$ cat src/rtl/coin_pkg.sv
// Shared constants and types for the coin datapath: screen geometry,
// coordinate/colour widths, colour codes and the mover FSM state encoding.
package coin_pkg;

  localparam int SCREEN_W = 160;
  localparam int SCREEN_H = 120;

  localparam int X_W = 8;
  localparam int Y_W = 7;
  localparam int C_W = 3;

  localparam logic [C_W-1:0] COIN_YELLOW = 3'b110;
  localparam logic [C_W-1:0] BG_BLACK    = 3'b000;

  typedef enum logic [1:0] {
    IDLE,
    ERASE,
    MOVE,
    DRAW
  } coin_state_t;

endpackage

$ cat src/rtl/coin_lfsr.sv
// 8-bit Fibonacci LFSR, polynomial x^8+x^6+x^5+x^4+1, loaded with SEED on
// reset and advanced whenever en is high. Used for the random respawn column.
module coin_lfsr #(
  parameter logic [7:0] SEED = 8'hA5
) (
  input  logic       clk,
  input  logic       resetn,
  input  logic       en,
  output logic [7:0] q
);

  // Shift left, feedback from taps 8,6,5,4 enters at bit 0.
  always_ff @(posedge clk) begin
    if (!resetn) begin
      q <= SEED;
    end else if (en) begin
      q <= {q[6:0], q[7] ^ q[5] ^ q[4] ^ q[3]};
    end
  end

endmodule

$ cat src/rtl/coin_mover.sv
// Falling-coin animator. On each plot_en frame tick it erases the coin,
// advances it STEP rows (respawning at the top when collected or when it
// would leave the screen), then redraws it, one VGA pixel write per cycle.
// Optional build macro: COIN_RANDOM_X_EN selects an LFSR-driven respawn
// column instead of the fixed X_START column.
module coin_mover
  import coin_pkg::*;
#(
  parameter int             COIN_SIZE   = 4,
  parameter int             STEP        = 1,
  parameter int             X_START     = 78,
  parameter logic [C_W-1:0] COIN_COLOUR = COIN_YELLOW,
  parameter logic [C_W-1:0] BG_COLOUR   = BG_BLACK
) (
  input  logic           clk,
  input  logic           resetn,
  input  logic           plot_en,
  input  logic           collected,
  output logic [X_W-1:0] vga_x,
  output logic [Y_W-1:0] vga_y,
  output logic [C_W-1:0] vga_colour,
  output logic           vga_plot,
  output logic [X_W-1:0] coin_x,
  output logic [Y_W-1:0] coin_y,
  output logic           busy,
  output logic           miss
);

  localparam int N       = COIN_SIZE * COIN_SIZE;
  localparam int CS_W    = $clog2(COIN_SIZE);
  localparam int CNT_W   = $clog2(N) + 1;
  localparam int Y_LIMIT = SCREEN_H - COIN_SIZE;

  localparam logic [CNT_W-1:0] CNT_LAST = CNT_W'(N - 1);

  coin_state_t      state_q, state_d;
  logic [CNT_W-1:0] cnt_q, cnt_d;
  logic             pending_q, pending_d;
  logic             collected_flag_q, collected_flag_d;

  logic [X_W-1:0]   vga_x_d, coin_x_d, respawn_x;
  logic [Y_W-1:0]   vga_y_d, coin_y_d;
  logic [C_W-1:0]   vga_colour_d;
  logic             vga_plot_d, busy_d, miss_d;

  // Pixel offset inside the coin square: low bits are column, next bits row.
  logic [CS_W-1:0]  pix_col, pix_row;
  assign pix_col = cnt_q[CS_W-1:0];
  assign pix_row = cnt_q[2*CS_W-1:CS_W];

`ifdef COIN_RANDOM_X_EN
  localparam int XMAX = SCREEN_W - COIN_SIZE;

  logic [7:0] lfsr_q;

  coin_lfsr #(
    .SEED (8'hA5)
  ) u_lfsr (
    .clk    (clk),
    .resetn (resetn),
    .en     (1'b1),
    .q      (lfsr_q)
  );

  // Fold out-of-range LFSR values back into 0..XMAX.
  always_comb begin
    if (lfsr_q <= X_W'(XMAX)) respawn_x = lfsr_q;
    else                      respawn_x = lfsr_q - X_W'(XMAX + 1);
  end
`else
  assign respawn_x = X_W'(X_START);
`endif

  // Next-state and next-output logic for the erase/move/draw sequence.
  always_comb begin
    // NOTE: every signal gets a default before the case so no path can
    // leave one unassigned and infer a latch.
    state_d          = state_q;
    cnt_d            = cnt_q;
    pending_d        = pending_q;
    collected_flag_d = collected_flag_q | collected;
    coin_x_d         = coin_x;
    coin_y_d         = coin_y;
    vga_x_d          = vga_x;
    vga_y_d          = vga_y;
    vga_colour_d     = vga_colour;
    vga_plot_d       = 1'b0;
    miss_d           = 1'b0;

    unique case (state_q)
      IDLE: begin
        if (plot_en || pending_q) begin
          state_d   = ERASE;
          pending_d = 1'b0;
          cnt_d     = '0;
        end
      end

      ERASE, DRAW: begin
        if (plot_en) pending_d = 1'b1;
        vga_plot_d   = 1'b1;
        vga_x_d      = coin_x + X_W'(pix_col);
        vga_y_d      = coin_y + Y_W'(pix_row);
        vga_colour_d = (state_q == ERASE) ? BG_COLOUR : COIN_COLOUR;
        if (cnt_q == CNT_LAST) begin
          cnt_d   = '0;
          state_d = (state_q == ERASE) ? MOVE : IDLE;
        end else begin
          cnt_d = cnt_q + 1'b1;
        end
      end

      MOVE: begin
        if (plot_en) pending_d = 1'b1;
        // The flag is consumed here; a pulse arriving this cycle is kept.
        collected_flag_d = collected;
        if (collected_flag_q) begin
          coin_x_d = respawn_x;
          coin_y_d = '0;
        end else if ((int'(coin_y) + STEP) > Y_LIMIT) begin
          coin_x_d = respawn_x;
          coin_y_d = '0;
          miss_d   = 1'b1;
        end else begin
          coin_y_d = coin_y + Y_W'(STEP);
        end
        cnt_d   = '0;
        state_d = DRAW;
      end

      default: state_d = IDLE;
    endcase

    busy_d = (state_d != IDLE);
  end

  // State and registered-output update with synchronous reset priority.
  always_ff @(posedge clk) begin
    // NOTE: sequential state uses non-blocking assignments so every register
    // samples the pre-edge values, independent of statement order.
    if (!resetn) begin
      state_q          <= IDLE;
      cnt_q            <= '0;
      pending_q        <= 1'b0;
      collected_flag_q <= 1'b0;
      coin_x           <= X_W'(X_START);
      coin_y           <= '0;
      vga_x            <= '0;
      vga_y            <= '0;
      vga_colour       <= '0;
      vga_plot         <= 1'b0;
      busy             <= 1'b0;
      miss             <= 1'b0;
    end else begin
      state_q          <= state_d;
      cnt_q            <= cnt_d;
      pending_q        <= pending_d;
      collected_flag_q <= collected_flag_d;
      coin_x           <= coin_x_d;
      coin_y           <= coin_y_d;
      vga_x            <= vga_x_d;
      vga_y            <= vga_y_d;
      vga_colour       <= vga_colour_d;
      vga_plot         <= vga_plot_d;
      busy             <= busy_d;
      miss             <= miss_d;
    end
  end

endmodule

$ cat config.mk
export PLATFORM = sky130hd
export DESIGN_NAME = coin_mover
export DESIGN_NICKNAME = d
export VERILOG_FILES = /design/src/rtl/coin_pkg.sv /design/src/rtl/coin_lfsr.sv /design/src/rtl/coin_mover.sv
export SDC_FILE = /design/constraint.sdc
export NUM_CORES = 1
export LEC_CHECK = 0
export BUFFER_PORTS_ARGS = -buffer_cell sky130_fd_sc_hd__buf_2
export CORE_ASPECT_RATIO = 1.25
export CORE_UTILIZATION = 40
export CTS_BUF_LIST = sky130_fd_sc_hd__clkbuf_8 sky130_fd_sc_hd__clkbuf_16
export DETAILED_ROUTE_END_ITERATION = 12
export GPL_TIMING_DRIVEN = 0
export PLACE_DENSITY_LB_ADDON = 0.15
export SETUP_SLACK_MARGIN = 0.02
export SLEW_MARGIN = 5
export SYNTH_ARGS = -nofsm -noshare
export SYNTH_HDL_FRONTEND = slang
export SYNTH_SLANG_ARGS = --single-unit
$ cat constraint.sdc
create_clock -name clk -period 1.99 [get_ports clk]
set_input_delay 0.2985 -clock clk [delete_from_list [all_inputs] [get_ports clk]]
set_output_delay 0.2985 -clock clk [all_outputs]
set_load 0.1 [all_outputs]
## Word-level counts from Yosys, hierarchy flattened

Index checks and enable logic that the tools add are counted.

| word-level totals | value |
|---|---|
| register bits | 45 |
| input bits | 4 |
| output and inout port bits | 36 |

| operators by class | value |
|---|---|
| $add $sub $neg | 5 |
| order comparisons | 1 |
| equality and inequality tests | 6 |
| mux-type cells | 18 |
| bitwise logic cells | 3 |
| reductions and logical operators | 9 |

Operator list:

| kind | count |
|---|---|
| 2-to-1 mux 8 bit | 2 |
| one-hot mux 5 bit (3 select lines) | 1 |
| 2-to-1 mux 7 bit | 2 |
| 2-to-1 mux 5 bit | 2 |
| adder 7 x 1 -> 8 bit, second input constant | 1 |
| adder 8 x 2 -> 8 bit | 1 |
| greater-than comparator 8 x 7 -> 1 bit, second input constant | 1 |
| adder 7 x 1 -> 7 bit, second input constant | 1 |
| adder 7 x 2 -> 7 bit | 1 |
| 2-to-1 mux 2 bit | 3 |
| one-hot mux 2 bit (3 select lines) | 1 |
| OR reduction 3 bit | 2 |
| adder 5 x 1 -> 5 bit, second input constant | 1 |
| equality test 5 x 4 -> 1 bit, second input constant | 1 |
| 2-to-1 mux 1 bit | 5 |
| equality test 2 bit, second input constant | 2 |
| AND reduction 2 bit | 2 |
| nonzero test 2 bit | 2 |
| 2-to-1 mux 3 bit | 1 |
| equality test 2 x 1 -> 1 bit, second input constant | 1 |
| logical NOT 2 bit | 1 |
| inequality test 2 x 1 -> 1 bit, second input constant | 1 |
| inequality test 2 bit, second input constant | 1 |
| NOT 1 bit | 2 |
| other kinds (4) | 4 |

## Logic depth before layout (Yosys ltp)

| depth | value |
|---|---|
| depth in word-level cells | 5 |
| gate-level depth with buffers | 7 |
| mapped depth without buffers | 6 |

## Least setup slack after synthesis

Ideal clock, no wire load.

| timing | value |
|---|---|
| path kind | register -> register |
| from | reg coin_y[1] |
| to | reg coin_y[1] |
| library setup time | 0.128 ns |
| data arrival time | 2.356 ns |
| path slack | -0.494 ns |
| cell stages (with the launch flop) | 8 |
| buffers on the path | 1 |
| cells stage by stage | dfxtp_1 ha_1 nand3_1 xnor2_1 o2111ai_2 buf_6 a32oi_1 nor2_1 |

| between the ends | value |
|---|---|
| longest elaborated chain between the ends | 4 |

RTL lines:

| element | RTL line | text |
|---|---|---|
| start: declaration | coin_mover.sv:24 | `output logic [Y_W-1:0] coin_y,` |
| start signal: assignment | coin_mover.sv:160 | `coin_y <= coin_y_d;` |
| adder 7 x 1 -> 8 bit | coin_mover.sv:120 | `end else if ((int'(coin_y) + STEP) > Y_LIMIT) begin` |
| greater-than comparator 8 x 7 -> 1 bit | coin_mover.sv:120 |  |
| 2-to-1 mux 7 bit * | coin_mover.sv:120 |  |
| 2-to-1 mux 7 bit * | coin_mover.sv:117 | `if (collected_flag_q) begin` |

Every way passes the cells marked *; elsewhere a longest branch is shown, timed or not.
A chain may end at the register's enable or synchronous reset.

## Worst setup path in the final report

| timing | value |
|---|---|
| from | reg coin_y[1] |
| to | reg coin_y[5] |

Same word-level chain as after synthesis.

==> summary.md <==
| Metric | Value |
|---|---|
| NetSw | `523 uW` |
| WL/cell | `12.0 um` |
| Setup violations, final | `0` |
| Post-cts resize count | `0` |
| Die X | `58.2 um` |
| Crit end category | `flop` |
| Pint | `1190 uW` |
| Status | `completed` |
| Syn avg cell area | `8.93 sq um` |
| Asr flop ratio synth | `0%` |
| Total power | `1720 uW` |
| Reg2reg setup slack | `0.20 ns` |
| RePlAce Congestion | `0.837` |
| Synthesis-to-layout area growth | `24.5%` |
| Logic pwr share | `19.8%` |
| HP Class | `primary input to flop` |
| Pre-antenna DRT Iters | `4` |
| HPWL after detailed placement | `2480 um` |
| Max rail drop VDD | `0.000487 V` |
| Worst slew margin | `59.8%` |
| Ys flop type | `dfxtp_1` |
| Fillers | `377` |
| Post-CTS Hold Fix Bufs | `0` |
| Post-synth cell types | `45` |
| Vias/cell | `4.90` |
| Worst hold slack | `0.236 ns` |
| Max_cap viols | `0` |
| Nets | `231` |
| Grt total ovfl | `0` |
| Lkg Pwr | `0.000855 uW` |
| Core Area | `0.00378 sq mm` |
| Fin crit share | `90.0%` |
| # rows | `25` |
| Final critical delay including setup and external delays | `1.79 ns` |
| First-pass GRT wire length | `5120 um` |
| Most common cell after layout, fill and taps aside | `buf_2` |
| Setup TNS | `0 ns` |
| Htree depth | `2` |
| DR iter-0 viols | `43` |
| Ys Warns | `0` |
| Crit Path Max Fanout | `10` |
| Synth Register Bits | `31` |
| Die area | `0.00421 sq mm` |
| Max Clk Rate | `0.558 GHz` |
| Largest net degree at the start of global routing | `11` |
| Sw frac | `30.5%` |
| Clk slew on worst S/H paths | `0.07 ns` |
| Sequential share of power | `38.0%` |
| Critical path required time | `2.14 ns` |
| Post-synth EDFFs | `0` |
| Cell Area, Synth | `0.00158 sq mm` |
| Via count | `1,353` |
| CTS tree | `done` |
| Clk pwr share | `42.1%` |
| ANT nets after route | `0` |
| CTS root buf | `clkbuf_8` |
| Initial antenna violation count | `0` |
| Clock sinks | `31` |
| Clk buf depth | `2` |
| Setup CP Type | `flop to flop` |
| Vias in the first global route | `1,211` |
| Final hold vios | `0` |
| Final Max Tran Viols | `0` |
| Cell Pwr Density | `872 mW/mm^2` |
| Total Routing Usage GR | `16.1%` |
| Share of cells above drive strength 1 | `30.2%` |
| Die Ht | `72.3 um` |
| Startpoint Class | `flop` |
| Setup Fix Bufs, Post-CTS | `0` |
| Port-buffer cells | `28` |
| Initial Utilization | `41.8%` |
| Commonest non-fill, non-tap cells in the layout | `30 x buf_2, 25 x nor2_1, 24 x dfxtp_1` |
| Worst clock skew | `0.00708 ns` |
| Gate Count Post-Synth | `177` |
| Ant. Diodes | `0` |
| DRT Wirelength | `3320 um` |
| Register area share after synthesis | `39.3%` |
| Top Ports | `40` |
| Num CTS Buffers | `5` |
| DRC viols | `0` |
| Arrival time worst endpoint | `1.94 ns` |
| Worst Max-Slew Pin Slew | `0.604 ns` |
| RSZ-0062 raised after global routing | `false` |
| Clock latency on the worst-skew pair | `0.28 ns` |
## stage by stage
stage,setup WS (ns),area [sq um],util (%),std cells
6_report,0.198,1970,52.0,276
5_1_grt,0.0401,1970,52.0,276
4_1_cts,0.190,1970,52.0,276
3_5_place_dp,0.207,1840,48.5,268
3_3_place_gp,0.250,1840,48.5,268
2_1_floorplan,0.0851,1630,-,186
## power by group through the flow
| stage | combinational [uW] | clock [uW] | sequential, uW |
|---|---|---|---|
| floorplan | 195 | 0 | 773 |
| global placement | 338 | 0 | 666 |
| detailed placement | 340 | 0 | 667 |
| CTS | 340 | 737 | 653 |
| global route | 352 | 762 | 655 |
| finish | 341 | 724 | 653 |
## per-layer routing
layer  GRT usage [%]  routed length [um]  vias up
met3            4.46                 131        8
met5               0                   0        -
li1                -                   -      679
met4            10.6                  86        0
met2            28.0                1710       40
met1            16.8                1400      626
## kinds of logic after synthesis
| logic type | synth area share (%) |
|---|---|
| AO/OA/AOI/OAI | 13.8 |
| XOR/XNOR | 3.88 |
| adder cells (fa/ha/maj) | 5.23 |
| buffers and inverters | 12.0 |
| flip-flops | 39.3 |
| multiplexers | 4.43 |
| other | 0.475 |
| AND/OR/NAND/NOR | 20.9 |
## cell type report
| cell class | count | area (sq um) | area share, % |
|---|---|---|---|
| sequential | 31 | 634 | 32.2 |
| multi-input combinational | 126 | 803 | 40.8 |
| clock inverter | 3 | 63.8 | 3.24 |
| buffer | 24 | 171 | 8.71 |
| tap | 54 | 67.6 | 3.43 |
| timing repair buffer | 28 | 140 | 7.12 |
| clock buffer | 5 | 68.8 | 3.50 |
| inverter | 5 | 18.8 | 0.954 |
## cells in the mapped netlist, drive strengths merged, types with 2 or more instances
cell type / number / area (sq um)
nand3: 6 / 30.0
a311oi: 3 / 26.3
xor2: 2 / 17.5
nand4b: 2 / 17.5
or3: 2 / 12.5
dfxtp: 31 / 621
nand3b: 2 / 15.0
conb: 2 / 7.51
a32oi: 2 / 17.5
mux2i: 7 / 70.1
ha: 5 / 62.6
a21oi: 5 / 25.0
o22ai: 2 / 12.5
inv: 5 / 18.8
nand2: 13 / 48.8
nor3: 3 / 15.0
nor2b: 2 / 12.5
nor2: 25 / 93.8
o21ai: 2 / 10.0
a211oi: 4 / 30.0
buf: 24 / 171
xnor2: 5 / 43.8
a31oi: 4 / 25.0
nand4: 2 / 12.5
## critical path, stage by stage (launching register included)
cell       delay, ns
dfxtp_4         0.40
ha_1            0.23
nand3_1         0.20
xnor2_1         0.22
o2111ai_2       0.17
buf_6           0.17
a32oi_1         0.19
nor2_1          0.06
## path summary, 6_finish.rpt
kind | startpoint | end | cells past startpoint
setup / recovery | coin_y[1]$_SDFFE_PN0P_ | coin_y[5]$_SDFFE_PN0P_ | 7
hold / removal | collected | collected_flag_q$_SDFF_PN0_ | 3
setup reg to reg | coin_y[1]$_SDFFE_PN0P_ | coin_y[5]$_SDFFE_PN0P_ | 7
hold reg to reg | cnt_q[4]$_SDFFE_PN0P_ | cnt_q[4]$_SDFFE_PN0P_ | 2
## sequential cells by signal, indices dropped and copies added, names as in the netlist
signal	cells
cnt_q	5
vga_y	7
coin_y	7
pending_q	1
state_q	2
vga_plot	1
vga_x	4
busy	1
vga_colour	1
miss	1
collected_flag_q	1
Note: power is estimated with default switching activity, not from simulation.
